$ cat src/rtl/mult_div_unit.sv
// Signed 32-bit multiply/divide unit (shift-add multiply, restoring divide); optional MULT_DIV_UNSIGNED_EN adds is_unsigned.
// Latency: done pulses 32 clocks after the start edge (1 clock for divide-by-zero).
// Backpressure: none; starts are ignored while busy, and the control FSM waits on busy/done.
module mult_div_unit #(
    parameter int WIDTH = 32,
    parameter int CNT_W = 6
) (
    input  logic             clk,
    input  logic             reset,
    input  logic             start_mult,
    input  logic             start_div,
    input  logic [WIDTH-1:0] a_in,
    input  logic [WIDTH-1:0] b_in,
`ifdef MULT_DIV_UNSIGNED_EN
    input  logic             is_unsigned,
`endif
    output logic [WIDTH-1:0] hi_out,
    output logic [WIDTH-1:0] lo_out,
    output logic             busy,
    output logic             done,
    output logic             div_zero
);

    localparam logic [1:0] S_IDLE   = 2'd0;
    localparam logic [1:0] S_MULT   = 2'd1;
    localparam logic [1:0] S_DIV    = 2'd2;
    localparam logic [1:0] S_FINISH = 2'd3;

    logic [1:0]       state;
    logic [CNT_W-1:0] cnt;
    logic [WIDTH-1:0] acc_hi;
    logic [WIDTH-1:0] acc_lo;
    logic [WIDTH-1:0] op_mag;
    logic             neg_res;
    logic             neg_rem;

    logic             op_uns;
`ifdef MULT_DIV_UNSIGNED_EN
    assign op_uns = is_unsigned;
`else
    assign op_uns = 1'b0;
`endif

    logic             a_neg, b_neg;
    logic [WIDTH-1:0] a_mag, b_mag;
    assign a_neg = !op_uns && a_in[WIDTH-1];
    assign b_neg = !op_uns && b_in[WIDTH-1];
    assign a_mag = a_neg ? -a_in : a_in;
    assign b_mag = b_neg ? -b_in : b_in;

    // Multiply step: {acc_hi,acc_lo} holds partial product over the multiplier still shifting out.
    logic [WIDTH:0]   mul_sum;
    logic [WIDTH-1:0] mul_hi, mul_lo;
    assign mul_sum = {1'b0, acc_hi} + (acc_lo[0] ? {1'b0, op_mag} : '0);
    assign mul_hi  = mul_sum[WIDTH:1];
    assign mul_lo  = {mul_sum[0], acc_lo[WIDTH-1:1]};

    // Divide step: acc_hi is the partial remainder; a remainder MSB of 1 means the shifted value overflows WIDTH and must subtract.
    logic [WIDTH-1:0] div_shl, div_hi, div_lo;
    logic             div_ge;
    assign div_shl = {acc_hi[WIDTH-2:0], acc_lo[WIDTH-1]};
    assign div_ge  = acc_hi[WIDTH-1] || (div_shl >= op_mag);
    assign div_hi  = div_ge ? (div_shl - op_mag) : div_shl;
    assign div_lo  = {acc_lo[WIDTH-2:0], div_ge};

    logic [2*WIDTH-1:0] prod, prod_fin;
    logic [WIDTH-1:0]   quo_fin, rem_fin;
    assign prod     = {mul_hi, mul_lo};
    assign prod_fin = neg_res ? -prod : prod;
    assign quo_fin  = neg_res ? -div_lo : div_lo;
    assign rem_fin  = neg_rem ? -div_hi : div_hi;

    logic last_iter;
    assign last_iter = (cnt == CNT_W'(WIDTH - 1));

    always_ff @(posedge clk or negedge reset) begin
        if (!reset) begin
            state    <= S_IDLE;
            cnt      <= '0;
            acc_hi   <= '0;
            acc_lo   <= '0;
            op_mag   <= '0;
            neg_res  <= 1'b0;
            neg_rem  <= 1'b0;
            hi_out   <= '0;
            lo_out   <= '0;
            busy     <= 1'b0;
            done     <= 1'b0;
            div_zero <= 1'b0;
        end else begin
            done <= 1'b0;
            case (state)
                S_IDLE: begin
                    if (start_mult || start_div) begin
                        div_zero <= 1'b0;
                        busy     <= 1'b1;
                        cnt      <= '0;
                        acc_hi   <= '0;
                        acc_lo   <= start_mult ? b_mag : a_mag;
                        op_mag   <= start_mult ? a_mag : b_mag;
                        neg_res  <= a_neg ^ b_neg;
                        neg_rem  <= a_neg;
                        if (start_mult)
                            state <= S_MULT;
                        else if (b_in == '0)
                            state <= S_FINISH;
                        else
                            state <= S_DIV;
                    end
                end
                S_MULT: begin
                    acc_hi <= mul_hi;
                    acc_lo <= mul_lo;
                    cnt    <= cnt + CNT_W'(1);
                    if (last_iter) begin
                        {hi_out, lo_out} <= prod_fin;
                        busy             <= 1'b0;
                        done             <= 1'b1;
                        state            <= S_IDLE;
                    end
                end
                S_DIV: begin
                    acc_hi <= div_hi;
                    acc_lo <= div_lo;
                    cnt    <= cnt + CNT_W'(1);
                    if (last_iter) begin
                        hi_out <= rem_fin;
                        lo_out <= quo_fin;
                        busy   <= 1'b0;
                        done   <= 1'b1;
                        state  <= S_IDLE;
                    end
                end
                S_FINISH: begin
                    done     <= 1'b1;
                    div_zero <= 1'b1;
                    busy     <= 1'b0;
                    state    <= S_IDLE;
                end
                default: state <= S_IDLE;
            endcase
        end
    end

endmodule

$ cat config.mk
export PLATFORM = sky130hd
export DESIGN_NAME = mult_div_unit
export DESIGN_NICKNAME = d
export VERILOG_FILES = /design/src/rtl/mult_div_unit.sv
export SDC_FILE = /design/constraint.sdc
export NUM_CORES = 1
export LEC_CHECK = 0
export CAP_MARGIN = 10
export CORE_UTILIZATION = 60
export DETAILED_ROUTE_END_ITERATION = 10
export PLACE_DENSITY = 0.89
export SYNTH_ARGS = -nofsm -noshare
export SYNTH_HDL_FRONTEND = slang
export SYNTH_SLANG_ARGS = --single-unit
$ cat constraint.sdc
create_clock -name clk -period 10.3 [get_ports clk]
set_input_delay 2.06 -clock clk [delete_from_list [all_inputs] [get_ports clk]]
set_output_delay 2.06 -clock clk [all_outputs]
set_load 0.03 [all_outputs]
After elaboration in Yosys (flattened, before gate mapping)
Cells that the tools add are included.
{"block": "word_totals", "elab_cells": 78, "in_bits": 68, "reg_bits": 173}
{"block": "classes", "n_reduce_logical": 15, "n_eq_ne": 8, "addsub": 8, "muxes": 33, "n_bitwise": 1, "order_cmp": 1}
{"op": "$mux W32", "n": 14}
{"op": "$pmux W32 S3", "n": 2}
{"op": "$neg A32 Y32", "n": 4}
{"op": "$pmux W32 S2", "n": 2}
{"op": "$mux W64", "n": 1}
{"op": "$neg A64 Y64", "n": 1}
{"op": "$add A32 B32 Y33", "n": 1}
{"op": "$ge A32 B32 Y1", "n": 1}
{"op": "$logic_not A32 Y1", "n": 1}
{"op": "$sub A32 B32 Y32", "n": 1}
{"op": "$pmux W6 S2", "n": 1}
{"op": "$reduce_and A2 Y1", "n": 5}
{"op": "$add A6 B1 Y6 const B", "n": 1}
{"op": "$eq A6 B5 Y1 const B", "n": 1}
{"op": "$mux W2", "n": 3}
{"op": "$mux W6", "n": 1}
{"op": "$ne A2 B2 Y1 const B", "n": 3}
{"op": "$pmux W2 S3", "n": 1}
{"op": "$reduce_bool A2 Y1", "n": 3}
{"op": "$mux W1", "n": 5}
{"op": "$eq A2 B2 Y1 const B", "n": 2}
{"op": "$pmux W1 S2", "n": 2}
{"op": "$pmux W1 S3", "n": 1}
{"op": "$reduce_and A3 Y1", "n": 1}
{"op": "7 further kinds", "n": 8}

Logic depth before layout (Yosys ltp)
{"block": "depth", "depth_word": 7, "ltp_mapped": 20, "mapped_depth_nobuf": 17}

Worst setup path after synthesis
Ideal clock, no wire load.
{"block": "synth_timing", "path_kind": "input port to flip-flop", "from": "input b_in[0]", "to": "register acc_lo[28]", "setup_ns": 0.133, "arrival_ns": 5.028, "path_stages": 13, "required_ns": 10.167, "path_slack_ns": 5.139, "path_cell_list": "inv_1 ha_1 or4b_2 or4_1 nor2_1 nand2_1 or4_1 or2_2 o41ai_1 xor2_1 a21oi_1 o21ai_0 o21ai_0"}
{"block": "synth_via", "elab_chain_cells": 5}
{"item": "start: declaration", "line_no": "13", "source": "input logic [WIDTH-1:0] b_in,"}
{"item": "$neg A32 Y32", "line_no": "49", "source": "assign b_mag = b_neg ? -b_in : b_in;"}
{"item": "$mux W32", "line_no": "49"}
{"item": "$mux W32", "line_no": "99", "source": "acc_lo <= start_mult ? b_mag : a_mag;"}
{"item": "$mux W32", "line_no": "94", "source": "if (start_mult || start_div) begin"}
{"item": "$pmux W32 S3", "line_no": "92", "source": "case (state)"}
{"item": "end signal: assignment", "line_no": "99"}
{"item": "end signal: assignment", "line_no": "113", "source": "acc_lo <= mul_lo;"}
{"item": "end signal: assignment", "line_no": "124", "source": "acc_lo <= div_lo;"}
{"item": "end: declaration", "line_no": "32", "source": "logic [WIDTH-1:0] acc_lo;"}
No other way between the ends. The select of a mux whose other input is x is not followed.
A chain may end at the register's enable or synchronous reset.

Worst setup path after layout
Same ends and word-level chain as after synthesis.

==> metrics.csv <==
stage,metric,value,unit
yosys,synthCells,2401,
power_and_ir_drop,p_leak,8.17,nW
job,cap_violations,0,
global_routing,antenna_found_initial,0,
worst_setup_path,setup.worst_path.end_class,flop,
yosys,yosysWarningCount,0,
yosys,syn_nets,2546,
die,start_util,61.2,%
drt,routed-via-count,19031,
worst_setup_path,reg2regPathDepth,15,
timing,layout_setup_ws,4640,ps
clocking,clock_sinks,173,
global_routing,grt_pass1_wl,95300,um
worst_setup_path,crit_type,primary input to flop,
drt,first_iter_violations,2582,
clocking,cts_hold_buf,0,
worst_setup_path,crit_fanout,4,
run_status,outcome,finished clean,
timing,fmax,177,MHz
global_routing,grt-ovfl-total,0,
die,die_area,29900,um^2
timing,tns,0,ps
clocking,cts_max_level,4,
die,die_w,173,um
placed_design,hpwl,46900,um
global_routing,groute.usage.overall,40.3,%
power_and_ir_drop,p_per_area,307,nW/um^2
timing,setup_viol,0,
die,io_pins,135,
timing,drv_slew,0,
worst_setup_path,cp.required,10590,ps
yosys,synthFlopType,dfrtp_1,
worst_setup_path,r2r_start,acc_lo[0]$_DFFE_PN0P_,
yosys,synthesis.area,17600,um^2
drt,wl_met1,25700,um
yosys,synth_edf_count,0,
timing,finalCriticalPeriod,5660,ps
yosys,syn_area_per_cell,7.31,um^2
die,fp.dieH,173,um
placed_design,place_congestion,1.04,
yosys,ys_async_sr_fraction,100,%
drt,wire_per_inst,21.7,um
clocking,path_clk_slew,70,ps
timing,period_share,54.9,%
timing,finalHoldViolCount,0,
global_routing,grt_max_degree,113,
hold_path,hp-class,flop to flop,
worst_setup_path,crit_arrival,5950,ps
clocking,cts_tree,done,
clocking,cts_buffer_depth,2,
cells_and_area,nets,2554,
timing,worst_pin_slew,1140,ps
worst_setup_path,regToRegEndpoint,hi_out[31]$_DFFE_PN0P_,
drt,drt-pass1-iter-count,7,
global_routing,first_global_vias,17071,
timing,whs,477,ps
worst_setup_path,reg2reg_slack,4640,ps
drt,drc,0,
clocking,numCtsBuffers,17,
worst_setup_path,cp-endpoint,acc_lo[28]$_DFFE_PN0P_,
timing,skew,12.6,ps
placed_design,portBuffers,134,
die,core_region_area,28700,um^2
drt,ant_nets,0,
clocking,cts.root.buffer_cell,clkbuf_16,
drt,wl_met3,7230,um
drt,totalWireLength,61000,um
cells_and_area,syn2layout_area_growth,11.5,%
die,fp-row-count,62,
power_and_ir_drop,ir_drop,0.000267,V
timing,rsz0062_at_grt,no,
cells_and_area,drive_gt1_share,4.50,%
drt,wl_met2,25700,um
yosys,seq_area_frac_synth,24.7,%
drt,topRoutingLayerUsed,met4,
placed_design,dp_slack,4220,ps
clocking,clk_latency,460,ps
yosys,synth_seq_cells,173,
yosys,synth_cell_types,91,
timing,slew_headroom,23.5,%
worst_setup_path,critPathLaunch,b_in[0],
worst_setup_path,worst_setup_path_start_kind,primary input,
clocking,post_cts_resized,0,
clocking,post-cts-setup-buffers,0,
drt,vias_per_cell,6.78,
## area by class of cell
type	instances	area, um^2
clock inverter	12	153
fill	2456	9130
timing repair buffer	161	1540
inverter	63	236
tap	384	480
clock buffer	20	447
sequential	173	4330
multi-input combinational	1993	12400
antenna	1	2.50
## report_power, final
part / switching (mW) / total, mW / leakage (nW) / internal (mW)
combinational: 2.72 / 4.18 / 5.59 / 1.46
clock: 0.312 / 0.685 / 0.288 / 0.372
sequential: 0.305 / 1.15 / 2.29 / 0.844
## through the flow
| stage | util (%) | total power [mW] | cells | instance area [um^2] |
|---|---|---|---|---|
| 2_1_floorplan | - | 4.03 | 2401 | 17600 |
| 4_1_cts | 68.2 | 5.84 | 2805 | 19600 |
| 5_1_grt | 68.2 | 6.37 | 2806 | 19600 |
| 3_3_place_gp | 66.1 | 5.06 | 2773 | 19000 |
| 3_5_place_dp | 66.1 | 5.13 | 2773 | 19000 |
| 6_report | 68.2 | 6.01 | 2807 | 19600 |
## sequential cells by signal, indices dropped and copies added (netlist names), 2 cells and up
register  count
hi_out       32
cnt           6
lo_out       32
acc_lo       32
acc_hi       32
op_mag       32
state         2
## cells in the mapped netlist, drive strengths merged, types with 17 or more instances
| cell | n | area [um^2] |
|---|---|---|
| a22oi | 21 | 158 |
| a21o | 24 | 180 |
| a211oi | 23 | 178 |
| nand3 | 36 | 185 |
| dfrtp | 173 | 4330 |
| buf | 26 | 115 |
| nand2 | 333 | 1250 |
| nor4 | 17 | 136 |
| o21ai | 309 | 1550 |
| or3 | 40 | 250 |
| ha | 75 | 938 |
| nor3 | 41 | 220 |
| nand4 | 27 | 169 |
| a221o | 31 | 310 |
| a21oi | 200 | 1000 |
| xor2 | 100 | 876 |
| xnor2 | 109 | 955 |
| inv | 62 | 233 |
| o31ai | 45 | 338 |
| and2 | 20 | 125 |
| mux2i | 26 | 260 |
| o41ai | 19 | 189 |
| or4 | 28 | 218 |
| clkbuf | 146 | 549 |
| nor2 | 231 | 867 |
## routing by layer
layer | GRT usage (%) | up-vias
li1 | - | 8740
met1 | 57.0 | 8913
met2 | 59.0 | 1215
met3 | 9.30 | 163
met4 | 16.3 | 0
met5 | 0 | -
## worst max-delay path, stage by stage
cell and delay (ps):
clkdlybuf4s50_1 460, inv_1 100, ha_1 200, or4b_2 650, or4_1 520, nor2_1 140
nand2_1 100, or4_1 460, or2_2 350, o41ai_1 310, xor2_1 220, a21oi_1 90
o21ai_0 180, o21ai_0 100
## cells by family (layout without fill, tap and decap cells)
logic type	Yosys count	count (layout)	share of synthesized area (%)
buf+inv	235	256	5.13
simple gates	851	851	22.7
xor+xnor	209	209	10.4
fa+ha+maj	77	77	5.57
flops	173	173	24.7
other cells	0	1	0
mux	35	35	2.12
compound gates	821	821	29.4
## how the worst min path moves through the flow
| stage | slack [ps] | start | end | cells past startpoint |
|---|---|---|---|---|
| floorplan | 450 | op_mag[10]$_DFFE_PN0P_ | op_mag[10]$_DFFE_PN0P_ | 2 |
| global placement | 460 | hi_out[15]$_DFFE_PN0P_ | hi_out[15]$_DFFE_PN0P_ | 1 |
| detailed placement | 460 | hi_out[15]$_DFFE_PN0P_ | hi_out[15]$_DFFE_PN0P_ | 1 |
| CTS | 480 | hi_out[15]$_DFFE_PN0P_ | hi_out[15]$_DFFE_PN0P_ | 1 |
| global route | 500 | hi_out[6]$_DFFE_PN0P_ | hi_out[6]$_DFFE_PN0P_ | 2 |
| finish | 480 | hi_out[6]$_DFFE_PN0P_ | hi_out[6]$_DFFE_PN0P_ | 2 |
## layout by cell type, fill, tap and decap left out, drive strengths merged, types with 11 or more instances in the layout
cell type        n
a211o           11
a211oi          23
a21o            24
a21oi          200
a221o           31
a22oi           21
a31oi           13
and2            20
buf             28
clkbuf          21
clkdlybuf4s50  132
dfrtp          173
ha              75
inv             68
mux2i           26
nand2          333
nand2b          16
nand3           36
nand4           27
nor2           231
nor3            41
nor4            17
o211ai          13
o21a            11
o21ai          309
o31ai           45
o41ai           19
or2             16
or3             40
or4             28
xnor2          109
xor2           100
Note: power is estimated with default switching activity, not from simulation.
